### src/rtl/prbs_pkg.sv
// Shared constants for the two-lane PRBS7 checker: taps, default thresholds,
// accumulator widths and the lane state encoding.
package prbs_pkg;

    localparam int TAP_HI = 6;
    localparam int TAP_LO = 5;

    localparam int LOCK_RUN_DEF   = 64;
    localparam int ERR_THRESH_DEF = 8;
    localparam int WIN_LEN_DEF    = 256;

    localparam int RECV_CNT_W = 58;
    localparam int ERR_CNT_W  = 64;

    localparam logic [0:0] ST_HUNT = 1'b0;
    localparam logic [0:0] ST_LOCK = 1'b1;

    // x^7 + x^6 + 1: next bit is the XOR of the bits seen 7 and 6 cycles ago.
    function automatic logic prbs7_predict(input logic [6:0] s);
        return s[TAP_HI] ^ s[TAP_LO];
    endfunction

endpackage

### src/rtl/prbs_lane_sync.sv
// One PRBS7 lane: hunts for a self-consistent run, then free-runs its own
// generator and flags every bit that disagrees with the incoming stream.
module prbs_lane_sync
    import prbs_pkg::*;
#(
    parameter int LOCK_RUN   = LOCK_RUN_DEF,
    parameter int ERR_THRESH = ERR_THRESH_DEF,
    parameter int WIN_LEN    = WIN_LEN_DEF
) (
    input  logic clk,
    input  logic rstx,
    input  logic din_q,
    output logic lock,
    output logic err
);
    localparam int RUN_W  = $clog2(LOCK_RUN + 1);
    localparam int WIN_W  = $clog2(WIN_LEN);
    localparam int WERR_W = $clog2(ERR_THRESH + 1);

    localparam logic [RUN_W-1:0]  RUN_LAST = RUN_W'(LOCK_RUN - 1);
    localparam logic [WERR_W-1:0] ERR_TGT  = WERR_W'(ERR_THRESH);

    logic [0:0]        state_q, state_d;
    logic [6:0]        s_q, s_d;
    logic [RUN_W-1:0]  run_q, run_d;
    logic [WIN_W-1:0]  win_cnt_q, win_cnt_d;
    logic [WERR_W-1:0] win_err_q, win_err_d;

    logic              pred;
    logic              mismatch;
    logic [WERR_W-1:0] win_err_inc;

    always_comb begin
        pred        = prbs7_predict(s_q);
        mismatch    = (pred != din_q);
        win_err_inc = win_err_q + WERR_W'(mismatch);
        state_d     = state_q;
        s_d         = s_q;
        run_d       = run_q;
        win_cnt_d   = win_cnt_q;
        win_err_d   = win_err_q;

        if (state_q == ST_HUNT) begin
            s_d = {s_q[5:0], din_q};
            // An all-zero history predicts 0 forever, so it is never a match.
            if (!mismatch && (s_q != 7'd0)) begin
                if (run_q == RUN_LAST) begin
                    state_d   = ST_LOCK;
                    run_d     = '0;
                    win_cnt_d = '0;
                    win_err_d = '0;
                end else begin
                    run_d = run_q + RUN_W'(1);
                end
            end else begin
                run_d = '0;
            end
        end else begin
            // Free-running so a single corrupted input bit costs exactly one error.
            s_d = {s_q[5:0], pred};
            if (win_err_inc >= ERR_TGT) begin
                state_d   = ST_HUNT;
                run_d     = '0;
                win_cnt_d = '0;
                win_err_d = '0;
            end else begin
                win_cnt_d = win_cnt_q + WIN_W'(1);
                win_err_d = (win_cnt_q == '1) ? '0 : win_err_inc;
            end
        end
    end

    always_ff @(posedge clk) begin
        if (!rstx) begin
            state_q   <= ST_HUNT;
            s_q       <= '0;
            run_q     <= '0;
            win_cnt_q <= '0;
            win_err_q <= '0;
        end else begin
            state_q   <= state_d;
            s_q       <= s_d;
            run_q     <= run_d;
            win_cnt_q <= win_cnt_d;
            win_err_q <= win_err_d;
        end
    end

    assign lock = (state_q == ST_LOCK);
    assign err  = lock & mismatch;

endmodule

### config.mk
export PLATFORM = sky130hd
export DESIGN_NAME = prbs_lane_sync
export DESIGN_NICKNAME = d
export VERILOG_FILES = /design/src/rtl/prbs_pkg.sv /design/src/rtl/prbs_lane_sync.sv
export SDC_FILE = /design/constraint.sdc
export NUM_CORES = 1
export LEC_CHECK = 0
export ABC_AREA = 1
export CORE_MARGIN = 1
export CORE_UTILIZATION = 45
export DETAILED_ROUTE_END_ITERATION = 8
export PLACE_DENSITY = 0.59
export SLEW_MARGIN = 25
export SYNTH_ARGS = -nofsm -noshare
export SYNTH_HDL_FRONTEND = slang
export SYNTH_SLANG_ARGS = --single-unit
### constraint.sdc
create_clock -name clk -period 2.5 [get_ports clk]
set_input_delay 0.375 -clock clk [delete_from_list [all_inputs] [get_ports clk]]
set_output_delay 0.375 -clock clk [all_outputs]
set_load 0.05 [all_outputs]
==> Yosys cells after proc, flatten, opt, wreduce, memory -nomap -nowiden <==
Index checks and enable logic that the tools add are counted.
{ "totals": {"register_bits": 27, "inputBits": 3, "wordCells": 39} }
{ "op_classes": {"add_sub_neg": 3, "order_cmp": 1, "eq_ne": 4, "n_mux": 18, "bitwise": 2, "n_reduce_logical": 6} }
{ "ops": {"columns": ["operator", "count"], "rows": [
  ["8-bit two-way mux", 4],
  ["7-bit two-way mux", 4],
  ["4-bit two-way mux", 5],
  ["8-bit by 1-bit adder with 8-bit output (second input constant)", 1],
  ["8-bit equality test (second input constant)", 1],
  ["7-bit by 1-bit adder with 7-bit output (second input constant)", 1],
  ["7-bit by 6-bit equality test with 1-bit output (second input constant)", 1],
  ["7-bit nonzero test", 1],
  ["1-bit two-way mux", 5],
  ["4-bit by 1-bit adder with 4-bit output", 1],
  ["4-bit >= comparator (second input constant)", 1],
  ["2-bit nonzero test", 2],
  ["2-bit by 1-bit inequality test with 1-bit output (second input constant)", 1],
  ["2-bit AND reduction", 1],
  ["1-bit AND", 1],
  ["1-bit logical AND", 1],
  ["1-bit zero test", 1],
  ["1-bit inequality test", 1],
  ["1-bit bitwise XOR", 1]
]} }

==> Depth between registers and ports, before layout <==
Gate-level depths: netlist (run 1).
{ "logic_depth": {"depth_word": 6, "depth_mapped": 14, "depth_no_buf": 14} }

==> Worst setup path before layout (run 1) <==
Ideal clock, no wire load.
{ "synth_timing": {"kind": "register -> output", "start": "register state_q, in the netlist lock", "end": "output port err", "arrival_ps": 1823, "t_required_ps": 2125, "setup_slack_ps": 302, "path_stages_with_launch": 5, "n_path_buf": 2, "path_cell_list": "dfxtp_1 -> buf_2 -> inv_2 -> buf_2 -> nor2_1"} }
{ "synth_between": {"elab_chain_len": 1} }
{ "synth_lines": {"columns": ["item", "line_no", "source"], "rows": [
  ["from (decl)", "prbs_lane_sync.sv:23", "logic [0:0] state_q, state_d;"],
  ["from (signal assigned)", "prbs_lane_sync.sv:81", "state_q <= state_d;"],
  ["1-bit AND", "prbs_lane_sync.sv:90", "assign err = lock & mismatch;"],
  ["to (decl)", "prbs_lane_sync.sv:14", "output logic err"]
]} }
Every way passes these cells.

==> Worst setup path after layout (run 1) <==
{ "layout_timing": {"start": "register s_q[5]", "end": "register win_err_q[0]"} }
{ "layout_between": {"elab_chain_len": 6, "elab_cells_between_ends": 12} }
{ "layout_lines": {"columns": ["item", "line_no", "source"], "rows": [
  ["from (decl)", "prbs_lane_sync.sv:24", "logic [6:0] s_q, s_d;"],
  ["from (signal assigned)", "prbs_lane_sync.sv:76", "s_q <= '0;"],
  ["from (signal assigned)", "prbs_lane_sync.sv:82", "s_q <= s_d;"],
  ["1-bit bitwise XOR", "prbs_pkg.sv:20", "return s[TAP_HI] ^ s[TAP_LO];"],
  ["1-bit inequality test", "prbs_lane_sync.sv:35", "mismatch = (pred != din_q);"],
  ["4-bit by 1-bit adder with 4-bit output / 1-bit zero test (equally long branches)", "prbs_lane_sync.sv:36, prbs_lane_sync.sv:46", null],
  ["4-bit >= comparator (tied with other cells)", "prbs_lane_sync.sv:61", "if (win_err_inc >= ERR_TGT) begin"],
  ["4-bit two-way mux / 2-bit nonzero test (equally long branches)", null, null],
  ["4-bit two-way mux / 2-bit AND reduction (equally long branches)", null, null],
  ["to (signal assigned)", "prbs_lane_sync.sv:85", "win_err_q <= win_err_d;"],
  ["to (decl)", "prbs_lane_sync.sv:27", "logic [WERR_W-1:0] win_err_q, win_err_d;"]
]} }
Several ways; a longest one is shown, not always the timed one.
A chain may end at the register's enable or synchronous reset.

==> results.sh, run 1 <==
export IMPL_status="finished clean"
export IMPL_drive_gt1_share_pct=8.67
export IMPL_critPathKind="reg2reg"
export IMPL_cpMaxStageDelayCell="dfxtp_1"
export IMPL_rows=19
export IMPL_vias=1186
export IMPL_crit_path_cell_trace="nor2_1, nor2_1, nand2_1, nand2_1, ha_1, nand3_1, nand2_1, nand2_1, nor2_2, buf_4, nand3_1, a21oi_1"
export IMPL_intPower_uw=509
export IMPL_cts_tree="done"
export IMPL_hold_path_class="reg2reg"
export IMPL_ios=5
export IMPL_place_inst=223
export IMPL_holdWs_ns=0.434
export IMPL_p_leak_nw=0.620
export IMPL_drv_cap=0
export IMPL_max_freq_ghz=0.522
export IMPL_diodes=0
export IMPL_gp_congestion=0.793
export IMPL_start_util_pct=48.4
export IMPL_synth_area_um2=1360
export IMPL_post_route_drc_count=0
export IMPL_ys_ff_latch=27
export IMPL_ys_warn_count=0
export IMPL_vias_per_cell=5.22
export IMPL_grt_pass1_vias=1119
export IMPL_power_switching_uw=156
export IMPL_grtUsageTotal_pct=18.8
export IMPL_cts_resized=0
export IMPL_crit_family="simple AND/OR/NAND/NOR gates"
export IMPL_synthAdderAreaFrac_pct=3.68
export IMPL_path_max_fanout=7
export IMPL_synth_xor_xnor_area_share_pct=2.58
export IMPL_p_clk_share_pct=29.1
export IMPL_p_comb_share_pct=5.2
export IMPL_worstPathRequired_ns=2.76
export IMPL_fin_tns_setup_ns=0
export IMPL_slew_headroom_pct=64.9
export IMPL_place_area_um2=1440
export IMPL_cp_common_cell="nand2_1"
export IMPL_powerDensity_nw_per_um2=455
export IMPL_die_area_um2=3240
export IMPL_finalSetupViolCount=0
export IMPL_wire_per_inst_um=12.0
export IMPL_r2r_end="win_err_q[0]"
export IMPL_ys_types=24
export IMPL_syn2layout_area_growth_pct=7.55
export IMPL_syn_nets=198
export IMPL_dpl_worst_slack_ns=0.254
export IMPL_synth_top_family_by_area="simple AND/OR/NAND/NOR gates"
export IMPL_rr_startpoint="s_q[5]"
export IMPL_crit_arrival_ns=2.17
export IMPL_dr_pass1_iters=6
export IMPL_hold_viol=0
export IMPL_max_clock_path_buffers=2
export IMPL_timing_final_ws_setup_ns=0.585
export IMPL_ys_seq_area_share_pct=39.8
export IMPL_syn_avg_cell_area_um2=7.11
export IMPL_peakVddDrop_mv=0.302
export IMPL_insertion_delay_ns=0.34
export IMPL_min_to="s_q[4]"
export IMPL_layout_nets=204
export IMPL_cts_root_buf="clkbuf_4"
export IMPL_final_area_um2=1460
export IMPL_drt_iter0_drc=44
export IMPL_r2r_setup_slack_ns=0.59
export IMPL_cpPeakStageDelay_ns=0.39
export IMPL_post_cts_buffers=0
export IMPL_die_w_um=57.0
export IMPL_holdPathStages=2
export IMPL_htree_levels=1
export IMPL_holdBufCountCts=0
export IMPL_grt_overflow=0
export IMPL_crit_buf_inv=1
export IMPL_clk_pin_slew_ns=0.13
export IMPL_reg2reg_depth=12
export IMPL_synth_mux_area_share_pct=0
export IMPL_wirelength_um=2730
export IMPL_numCtsBuffers=3
export IMPL_holdCritStartpoint="s_q[3]"
export IMPL_fin_total_pwr_uw=665
export IMPL_antenna_found_initial=0
export IMPL_final_cell_mix="nand2_1 (49), dfxtp_1 (27), inv_1 (22), nand3_1 (22), a21oi_1 (19)"
export IMPL_slew_viol_final=0
export IMPL_p_seq_share_pct=65.7
export IMPL_yosys_area_share_simple_pct=33.9
export IMPL_fin_skew_ns=0.0152
export IMPL_grt_max_degree=17
export IMPL_place_port_buffers=4
export IMPL_fin_cells=227
export IMPL_cts_sinks=27
export IMPL_startpoint_type="register"
export IMPL_grt_pass1_wl_um=4830
export IMPL_hpwl_um=2020
export IMPL_synth_compound_area_share_pct=10.9
export IMPL_dieHeight_um=57.0
export IMPL_nFillCells=296
export IMPL_swShare_pct=23.5
export IMPL_layout_commonest_cell="nand2_1"
export IMPL_rsz0062_at_grt="false"
export IMPL_post_route_period_util_pct=76.6
export IMPL_crit_path_end_kind="register"
export IMPL_netlist_instances=191
export IMPL_tightest_slew_ns=0.526
export IMPL_post_route_util_pct=52.1
export IMPL_period_needed_ns=1.91
export IMPL_core_area_um2=2810
export IMPL_ant_nets=0
per-layer routing:
| layer | wire (um) | GRT usage, % | vias up | share of wire, % |
|---|---|---|---|---|
| li1 | - | - | 629 | - |
| met1 | 1310 | 23.8 | 543 | 48 |
| met2 | 1330 | 33.1 | 14 | 49 |
| met3 | 84 | 5.22 | 0 | 3.1 |
| met4 | 0 | 2.09 | 0 | 0 |
| met5 | 0 | 0 | - | 0 |
logic make-up (layout without fill, tap and decap cells):
kind of cell	after synthesis	in the layout
AOI/OAI and AO/OA	27	27
buffers and inverters	30	35
adders and majority gates	4	4
xor gates and xnor gates	4	4
DFF	27	27
and+or+nand+nor	99	99
worst max-delay path by stage:
stage               startpoint      endpoint  depth (start not counted)  slack (ns)
CTS                     s_q[5]  win_cnt_q[7]                         13        0.57
detailed placement       din_q  win_err_q[0]                         12        0.25
floorplan                 lock           err                          4        0.30
global route            s_q[5]  win_cnt_q[7]                         13        0.30
global placement         din_q  win_err_q[0]                         12        0.33
finish                  s_q[5]  win_err_q[0]                         12        0.59
flip-flops by register name, indices dropped and copies added, names as in the netlist:
| name | flops |
|---|---|
| s_q | 7 |
| win_cnt_q | 8 |
| win_err_q | 4 |
| run_q | 7 |
| lock | 1 |
synth_stat cells:
cell type | n | area share, %
nand2_1 | 49 | 14
dfxtp_1 | 27 | 40
inv_1 | 22 | 6.1
nand3_1 | 22 | 8.1
a21oi_1 | 19 | 7.0
nor2_1 | 16 | 4.4
buf_2 | 4 | 1.5
ha_1 | 4 | 3.7
nand4_1 | 4 | 1.8
o21ai_0 | 4 | 1.5
xor2_1 | 4 | 2.6
inv_2 | 2 | 0.55
nand3_2 | 2 | 1.5
nor3_4 | 2 | 2.4
a21o_1 | 1 | 0.55
a21oi_2 | 1 | 0.64
buf_6 | 1 | 0.83
clkbuf_1 | 1 | 0.28
nor2_2 | 1 | 0.46
nor2_4 | 1 | 0.83
nor3_1 | 1 | 0.37
o2111ai_1 | 1 | 0.64
o21bai_1 | 1 | 0.55
or2_2 | 1 | 0.46
worst reg2reg max path, stage by stage (launching register included):
cell and delay (ns):
dfxtp_1 0.39, nor2_1 0.07, nor2_1 0.13, nand2_1 0.07
nand2_1 0.15, ha_1 0.22, nand3_1 0.09, nand2_1 0.06
nand2_1 0.08, nor2_2 0.19, buf_4 0.20, nand3_1 0.08
a21oi_1 0.14
power groups by stage:
stage | sequential (mW) | combinational (mW) | clock (mW)
6_report | 0.437 | 0.0348 | 0.193
5_1_grt | 0.438 | 0.0393 | 0.213
4_1_cts | 0.437 | 0.0355 | 0.200
3_5_place_dp | 0.446 | 0.0354 | 0
3_3_place_gp | 0.446 | 0.0345 | 0
2_1_floorplan | 0.446 | 0.0244 | 0
layout make-up:
type                       count  area [um^2]  share of cell area [%]
inverter                      24         90.1                    6.16
tap                           31         38.8                    2.65
timing repair buffer           7         72.6                    4.97
multi-input combinational    134          693                    47.4
sequential                    27          541                    37.0
clock buffer                   4         26.3                    1.80
No activity file was read; power rests on OpenSTA's default activity.
==> inputs of run 2 (changes only) <==
==> constraint.sdc (replaced) <==
create_clock -name clk -period 1.9 [get_ports clk]
set_input_delay 0.285 -clock clk [delete_from_list [all_inputs] [get_ports clk]]
set_output_delay 0.285 -clock clk [all_outputs]
set_load 0.05 [all_outputs]
==> results.sh, run 2 (synthesis results as in run 1) <==
export IMPL_syn2layout_area_growth_pct=10.2
export IMPL_dieHeight_um=57.0
export IMPL_hpwl_um=1930
export IMPL_rsz0062_at_grt="false"
export IMPL_drive_gt1_share_pct=13.6
export IMPL_path_max_fanout=7
export IMPL_hold_path_class="reg2reg"
export IMPL_grt_max_degree=17
export IMPL_layout_commonest_cell="nand2_1"
export IMPL_largest_reg_flops=8
export IMPL_post_route_period_util_pct=88.6
export IMPL_vias_per_cell=5.13
export IMPL_tightest_slew_ns=0.553
export IMPL_die_w_um=57.0
export IMPL_grt_pass1_vias=1078
export IMPL_fin_total_pwr_uw=879
export IMPL_hold_viol=0
export IMPL_ant_nets=0
export IMPL_startpoint_type="register"
export IMPL_vias=1179
export IMPL_post_route_util_pct=53.4
export IMPL_clk_pin_slew_ns=0.14
export IMPL_core_area_um2=2810
export IMPL_nFillCells=279
export IMPL_holdWs_ns=0.434
export IMPL_drt_iter0_drc=49
export IMPL_cts_root_buf="clkbuf_4"
export IMPL_crit_arrival_ns=1.95
export IMPL_die_area_um2=3240
export IMPL_grt_overflow=0
export IMPL_wire_per_inst_um=11.5
export IMPL_ios=5
export IMPL_grtUsageTotal_pct=19.0
export IMPL_period_needed_ns=1.68
export IMPL_wirelength_um=2640
export IMPL_wl_met1_um=1410
export IMPL_cts_sinks=27
export IMPL_topRoutingLayerUsed="met4"
export IMPL_wl_met2_um=1100
export IMPL_antenna_found_initial=0
export IMPL_rows=19
export IMPL_gp_congestion=0.819
export IMPL_start_util_pct=48.4
export IMPL_top_regs="win_cnt_q: 8 flops, run_q: 7 flops, s_q: 7 flops"
export IMPL_critPathKind="reg2reg"
export IMPL_regMostFlops="win_cnt_q"
export IMPL_cts_tree="done"
export IMPL_wl_met3_um=70
export IMPL_htree_levels=1
export IMPL_place_port_buffers=4
export IMPL_max_freq_ghz=0.594
export IMPL_layout_nets=207
export IMPL_powerDensity_nw_per_um2=587
export IMPL_slew_viol_final=0
export IMPL_drv_cap=0
export IMPL_finalSetupViolCount=0
export IMPL_slew_headroom_pct=63.1
export IMPL_worstPathRequired_ns=2.17
export IMPL_multi_input_area_um2=708
export IMPL_fin_skew_ns=0.00233
export IMPL_holdBufCountCts=0
export IMPL_crit_path_end_kind="register"
export IMPL_peakVddDrop_mv=0.385
export IMPL_insertion_delay_ns=0.33
export IMPL_diodes=0
export IMPL_fin_tns_setup_ns=0
export IMPL_final_cell_mix="nand2_1 (49), dfxtp_1 (26), nand3_1 (22), inv_1 (21), a21oi_1 (19)"
export IMPL_regArea_um2=542
export IMPL_numCtsBuffers=3
export IMPL_grt_pass1_wl_um=4740
export IMPL_max_clock_path_buffers=2
export IMPL_p_leak_nw=0.635
export IMPL_dr_pass1_iters=4
export IMPL_status="finished clean"
export IMPL_post_route_drc_count=0
==> run 2: path summary, 6_finish.rpt <==
kind               start       end  slack (ns)  cells past startpoint
hold / removal    s_q[0]    s_q[1]        0.43                      2
setup reg to reg  s_q[5]  run_q[2]        0.22                     13
hold reg to reg   s_q[0]    s_q[1]        0.43                      2
setup / recovery  s_q[5]  run_q[2]        0.22                     13
==> run 2: what timing repair did <==
| item | in CTS | in global routing |
|---|---|---|
| setup endpoints to repair | 0 | 16 |
| resized for setup | 0 | 7 |
| buffers inserted | 0 | 0 |
==> run 2: worst max-delay path, cell delays in order, from the launching register on <==
cell and delay, ns:
dfxtp_2 0.36, nand2_1 0.07, inv_1 0.05, nor2_2 0.09, nand2_1 0.06, nand2_1 0.08, ha_2 0.19, nand3_1 0.08
nand2_1 0.07, nand2_1 0.10, nor2_4 0.12, buf_4 0.17, nand2_1 0.06, a21oi_1 0.14
==> run 2: power breakdown <==
group	leakage [nW]	switching, mW	total, mW	internal [mW]
sequential	0.219	0.00372	0.575	0.571
clock	0.0150	0.174	0.256	0.0825
combinational	0.402	0.0305	0.0476	0.0171
==> run 2: stage by stage <==
stage / area (um^2) / std cells / setup WS [ns]
after floorplan: 1360 / 191 / 0.0148
after global placement: 1460 / 226 / -0.0305
after detailed placement: 1460 / 226 / -0.0817
after CTS: 1480 / 230 / 0.113
after global routing: 1500 / 230 / 0.0216
final: 1500 / 230 / 0.217
==> run 2: cell type report <==
class	instances	share of cell area (%)
clock buffer	4	1.75
inverter	24	6.02
multi-input combinational	134	47.3
sequential	27	36.2
tap	31	2.59
timing repair buffer	10	6.18
==> run 2: per-layer routing <==
metal	GRT usage (%)	up-vias
li1	-	633
met1	26.1	521
met2	29.2	20
met3	2.04	5
met4	10.5	0
met5	0	-
==> inputs of run 3 (changes only) <==
--- a/config.mk
+++ b/config.mk
@@ -10,7 +10,7 @@
 export CORE_UTILIZATION = 45
 export DETAILED_ROUTE_END_ITERATION = 8
 export PLACE_DENSITY = 0.59
-export SLEW_MARGIN = 25
+export SLEW_MARGIN = 10
 export SYNTH_ARGS = -nofsm -noshare
 export SYNTH_HDL_FRONTEND = slang
 export SYNTH_SLANG_ARGS = --single-unit
==> results of run 3 <==
The final DEF is identical to that of run 2; final timing and power are the same.
